File: src/rtl/button_debounce_pkg.sv
// button_debounce_pkg: shared state type, default clock rate and debounce length helper
package button_debounce_pkg;
  localparam int DEFAULT_CLK_FREQ_HZ = 50_000_000;
  typedef enum logic {
    RELEASED = 1'b0,
    PRESSED  = 1'b1
  } btn_state_e;
  function automatic int debounce_cycles(input int clk_hz, input int us);
    return (clk_hz / 1_000_000) * us;
  endfunction
endpackage

File: src/rtl/debounce_channel.sv
// debounce_channel: one active-high button bit; two-flop synchroniser, stability counter, press/release pulses
module debounce_channel
  import button_debounce_pkg::*;
#(
  parameter int STABLE_CYCLES = 8
) (
  input  logic clk,
  input  logic reset_n,
  input  logic i_btn,
  output logic o_pressed,
  output logic o_press_pulse,
  output logic o_release_pulse
);
  localparam int CNT_W = $clog2(STABLE_CYCLES);
  localparam logic [CNT_W-1:0] CNT_MAX = CNT_W'(STABLE_CYCLES - 1);
  logic             r_sync1, r_sync2, r_press, r_release;
  logic [CNT_W-1:0] r_cnt, w_cnt_nxt;
  btn_state_e       r_state, w_state_nxt;
  logic             w_diff, w_done;
  always_ff @(posedge clk or negedge reset_n) begin
    if (!reset_n) begin
      r_sync1   <= 1'b0;
      r_sync2   <= 1'b0;
      r_cnt     <= '0;
      r_state   <= RELEASED;
      r_press   <= 1'b0;
      r_release <= 1'b0;
    end else begin
      r_sync1   <= i_btn;
      r_sync2   <= r_sync1;
      r_cnt     <= w_cnt_nxt;
      r_state   <= w_state_nxt;
      r_press   <= w_done && (w_state_nxt == PRESSED);
      r_release <= w_done && (w_state_nxt == RELEASED);
    end
  end
  // any sample matching the stable level restarts the filter
  always_comb begin
    w_diff      = r_sync2 != (r_state == PRESSED);
    w_done      = w_diff && (r_cnt == CNT_MAX);
    w_cnt_nxt   = (w_diff && !w_done) ? r_cnt + 1'b1 : '0;
    w_state_nxt = w_done ? ((r_state == PRESSED) ? RELEASED : PRESSED) : r_state;
  end
  always_comb begin
    o_pressed       = r_state == PRESSED;
    o_press_pulse   = r_press;
    o_release_pulse = r_release;
  end
endmodule

File: src/rtl/button_debounce.sv
// button_debounce: per-button debounce for the button PIO, with pressed levels and edge pulses
module button_debounce
  import button_debounce_pkg::*;
#(
  parameter int NUM_BUTTONS = 4,
  parameter int CLK_FREQ_HZ = DEFAULT_CLK_FREQ_HZ,
  parameter int DEBOUNCE_US = 10000,
  parameter int ACTIVE_LOW  = 1
) (
  input  logic                   clk,
  input  logic                   reset_n,
  input  logic [NUM_BUTTONS-1:0] btn_raw_i,
  output logic [NUM_BUTTONS-1:0] btn_clean_o,
  output logic [NUM_BUTTONS-1:0] pressed_o,
  output logic [NUM_BUTTONS-1:0] press_pulse_o,
  output logic [NUM_BUTTONS-1:0] release_pulse_o
);
  localparam int   STABLE_CYCLES = debounce_cycles(CLK_FREQ_HZ, DEBOUNCE_US);
  localparam logic IDLE          = (ACTIVE_LOW != 0);
  logic [NUM_BUTTONS-1:0] w_pin_pressed;
  if (STABLE_CYCLES < 2) begin : g_bad_cfg
    $error("button_debounce: debounce window shorter than 2 cycles");
  end
  // channels work in pressed-high polarity; pin polarity is restored on btn_clean_o
  assign w_pin_pressed = btn_raw_i ^ {NUM_BUTTONS{IDLE}};
  assign btn_clean_o   = pressed_o ^ {NUM_BUTTONS{IDLE}};
  for (genvar i = 0; i < NUM_BUTTONS; i++) begin : g_ch
    debounce_channel #(
      .STABLE_CYCLES(STABLE_CYCLES)
    ) u_ch (
      .clk            (clk),
      .reset_n        (reset_n),
      .i_btn          (w_pin_pressed[i]),
      .o_pressed      (pressed_o[i]),
      .o_press_pulse  (press_pulse_o[i]),
      .o_release_pulse(release_pulse_o[i])
    );
  end
endmodule
File: config.mk
export PLATFORM = sky130hd
export DESIGN_NAME = button_debounce
export DESIGN_NICKNAME = d
export VERILOG_FILES = /design/src/rtl/button_debounce_pkg.sv /design/src/rtl/debounce_channel.sv /design/src/rtl/button_debounce.sv
export SDC_FILE = /design/constraint.sdc
export NUM_CORES = 1
export LEC_CHECK = 0
export CAP_MARGIN = 20
export CORE_UTILIZATION = 55
export CTS_CLUSTER_DIAMETER = 100
export DETAILED_ROUTE_END_ITERATION = 12
export MAX_ROUTING_LAYER = met4
export PLACE_DENSITY = 0.72
export SYNTH_ARGS = -nofsm -noshare
export SYNTH_HDL_FRONTEND = slang
export SYNTH_SLANG_ARGS = --single-unit
File: constraint.sdc
create_clock -name clk -period 3.4 [get_ports clk]
set_input_delay 0.68 -clock clk [delete_from_list [all_inputs] [get_ports clk]]
set_output_delay 0.68 -clock clk [all_outputs]
set_load 0.005 [all_outputs]
==> impl_metrics.ini <==
[yosys]
synth_ff_type = dfrtp_1
ys_top_cells_by_area = dfrtp_1, xnor2_1, nor2_1, xor2_1, nand3_1
synth_edf_count = 0
synth_compound_area_share_pct = 5.27
synth_common_cells = dfrtp_1, nor2_1, xnor2_1
ys_seq_area_share_pct = 53.0
synth-simple-area-share_pct = 24.6
synth_most_common_cell = dfrtp_1
synth.ff_latch_count = 96
synth.top_cell.area_share_pct = 53.0
synth_mux_area_share_pct = 0.994
synth_cell_types = 39
avgSynthCellArea_um2 = 10.2
ys_async_sr_fraction_pct = 100
syn_area_um2 = 4530
synth_warnings = 0
synth_top_area_cell = dfrtp_1
synthCells = 444
synth_top_family_by_area = simple AND/OR/NAND/NOR gates
synth-xor-area-share_pct = 10.6
synthAdderAreaFrac_pct = 1.10
syn_nets = 454

[floorplanning]
ios = 22
rows = 32
fp.dieW_um = 92.8
floorplan.initialDensity_pct = 57.8
die-area_um2 = 8610
core_um2 = 7850
die_h_um = 92.8

[power_and_ir_drop]
p_comb_share_pct = 3.8
switching_share_pct = 23.1
ir_worst_vdd_mv = 0.228
p_int_mw = 1.44
p_clk_share_pct = 33.6
seq_power_share_pct = 62.5
leakage_nw = 1.97
p_per_area_nw_per_um2 = 381
p_total_mw = 1.88
power_switching_mw = 0.434

[final_layout]
utilization_pct = 62.8
stdcell_count = 566
synthToLayoutAreaGrowth_pct = 8.72
layout.nets = 470
drive_above_1_share_pct = 6.47
antennaDiodeCount = 0

[clock_tree]
clockBufferDepth = 2
hold_buffers = 0
cts_setup_buffers = 0
cts_sinks = 96
ctsResizeCount = 0
cts_tree = built
clk_latency_ns = 0.35
path_clk_slew_ns = 0.09
cts_root_buf = clkbuf_8
h-tree-depth = 3
cts_buffers = 9

[worst_setup_path]
worst_setup_path_end_kind = flip-flop
worst_r2r_path_depth = 6
critPathLaunchType = flip-flop
cp.arrival_ns = 2.52
timing_worst_setup_path_type = reg -> reg
worst_ep_required_time_ns = 3.65
crit_fanout = 10

[detailed_routing]
first_pass_iters = 4
wl_per_cell_um = 13.5
vias_per_cell = 5.58
drtIter0Drc = 109
wl_um = 7640
drc = 0
ant_nets = 0
vias = 3159

[sta]
slew_headroom_pct = 41.7
max_freq_ghz = 0.440
drv_slew = 0
rsz0062_at_grt = false
worstMarginPinSlew_ns = 0.865
final.setup.tns_ns = 0
min_period_ns = 2.27
period_share_pct = 66.9
finClkSkew_ns = 0.00798
finalHoldViolCount = 0
finalSetupViolCount = 0

[global_routing]
grt_use_met2_pct = 31.3
grt_pass1_vias = 3056
grt_use_total_pct = 20.7
grt_first_pass_wirelength_um = 13700
grt.busiest_layer = met2
grt_antenna_before_repair = 0
use_met1_pct = 27.5
grt_max_degree = 44
grt-ovfl-total = 0
use_met3_pct = 4.27

[placement]
dp_hpwl_um = 5350
portBuffers = 21
dp_cells = 551
globalplace.congestion = 0.818

[min_path]
hp-class = in -> async

[flow_run]
cap_violations = 0

[outcome]
status = finished clean
-- cells by family (layout without fill, tap and decap cells) --
kind of cell    after synthesis  count (layout)
flops                        96              96
mux                           4               4
compound gates               38              38
buf+inv                      39              59
xor+xnor                     55              55
fa+ha+maj                     4               4
simple gates                208             208
-- metal layers --
| metal | routed length (um) | up-vias | share of wire, % |
|---|---|---|---|
| li1 | - | 1584 | - |
| met1 | 3800 | 1509 | 50 |
| met2 | 3440 | 56 | 45 |
| met3 | 294 | 10 | 3.8 |
| met4 | 108 | 0 | 1.4 |
| met5 | 0 | - | 0 |
-- per-stage QoR --
step	setup slack, ns	instance area (um^2)	hold WS, ns
finish	1.13	4930	0.294
global route	0.921	4930	0.331
CTS	1.06	4930	0.301
detailed placement	1.08	4770	0.336
global placement	1.15	4770	0.334
floorplan	1.41	4530	0.331
-- cells in the final DEF (no fill, tap or decap), types with 7 or more instances in the layout --
| cell type | netlist | layout |
|---|---|---|
| nor2_1 | 62 | 62 |
| o21ai_0 | 9 | 9 |
| inv_1 | 18 | 18 |
| xor2_1 | 26 | 26 |
| or4_1 | 10 | 10 |
| xnor2_1 | 29 | 29 |
| and3_1 | 7 | 7 |
| or3_1 | 11 | 11 |
| dfrtp_1 | 96 | 96 |
| clkdlybuf4s50_1 | 0 | 20 |
| nor4_1 | 12 | 12 |
| nand2_1 | 24 | 24 |
| nand4_1 | 19 | 19 |
| nand3_1 | 25 | 25 |
| nor3_1 | 13 | 13 |
| a21oi_1 | 16 | 16 |
| clkbuf_8 | 0 | 9 |
-- final cells by class --
cell class / count / area, um^2
Clock inverter: 3 / 20.0
Tap cell: 102 / 128
Sequential cell: 96 / 2400
Multi-Input combinational cell: 309 / 1930
Timing Repair Buffer: 26 / 245
Inverter: 18 / 67.6
Fill cell: 685 / 2920
Clock buffer: 12 / 135
-- registers in the layout, summed over array words and instances, names as in the netlist, named ones only --
register	count
g_ch.u_ch.o_press_pulse	4
g_ch.u_ch.r_cnt	76
g_ch.u_ch.r_sync2	4
g_ch.u_ch.r_sync1	4
g_ch.u_ch.o_release_pulse	4
-- power by group through the flow --
| stage | registers, mW | clock network, mW | logic, mW |
|---|---|---|---|
| floorplan | 1.19 | 0 | 0.0336 |
| global placement | 1.19 | 0 | 0.0719 |
| detailed placement | 1.20 | 0 | 0.0732 |
| CTS | 1.17 | 0.661 | 0.0745 |
| global route | 1.18 | 0.701 | 0.0841 |
| finish | 1.17 | 0.631 | 0.0716 |
-- worst max-delay path, cell delays in order (launching register included) --
cell and delay (ns):
dfrtp_1 0.40, ha_1 0.25, nand4_1 0.26, or2_2 0.39
o21ai_1 0.51, buf_4 0.28, nor2_1 0.07
-- worst paths after layout --
check	startpoint	endpoint	slack, ns
worst max-delay path	g_ch[0].u_ch.r_cnt[0]	g_ch[0].u_ch.r_cnt[8]	1.13
worst min-delay path	reset_n	g_ch[0].u_ch.r_cnt[12]	0.29
worst max register to register	g_ch[0].u_ch.r_cnt[0]	g_ch[0].u_ch.r_cnt[8]	1.13
worst min register to register	g_ch[2].u_ch.r_sync1	g_ch[2].u_ch.r_sync2	0.35
max in group asynchronous	reset_n	g_ch[3].u_ch.r_cnt[3]	2.34
min in group clk	g_ch[2].u_ch.r_sync1	g_ch[2].u_ch.r_sync2	0.35
(Power assumes the default switching activity.)
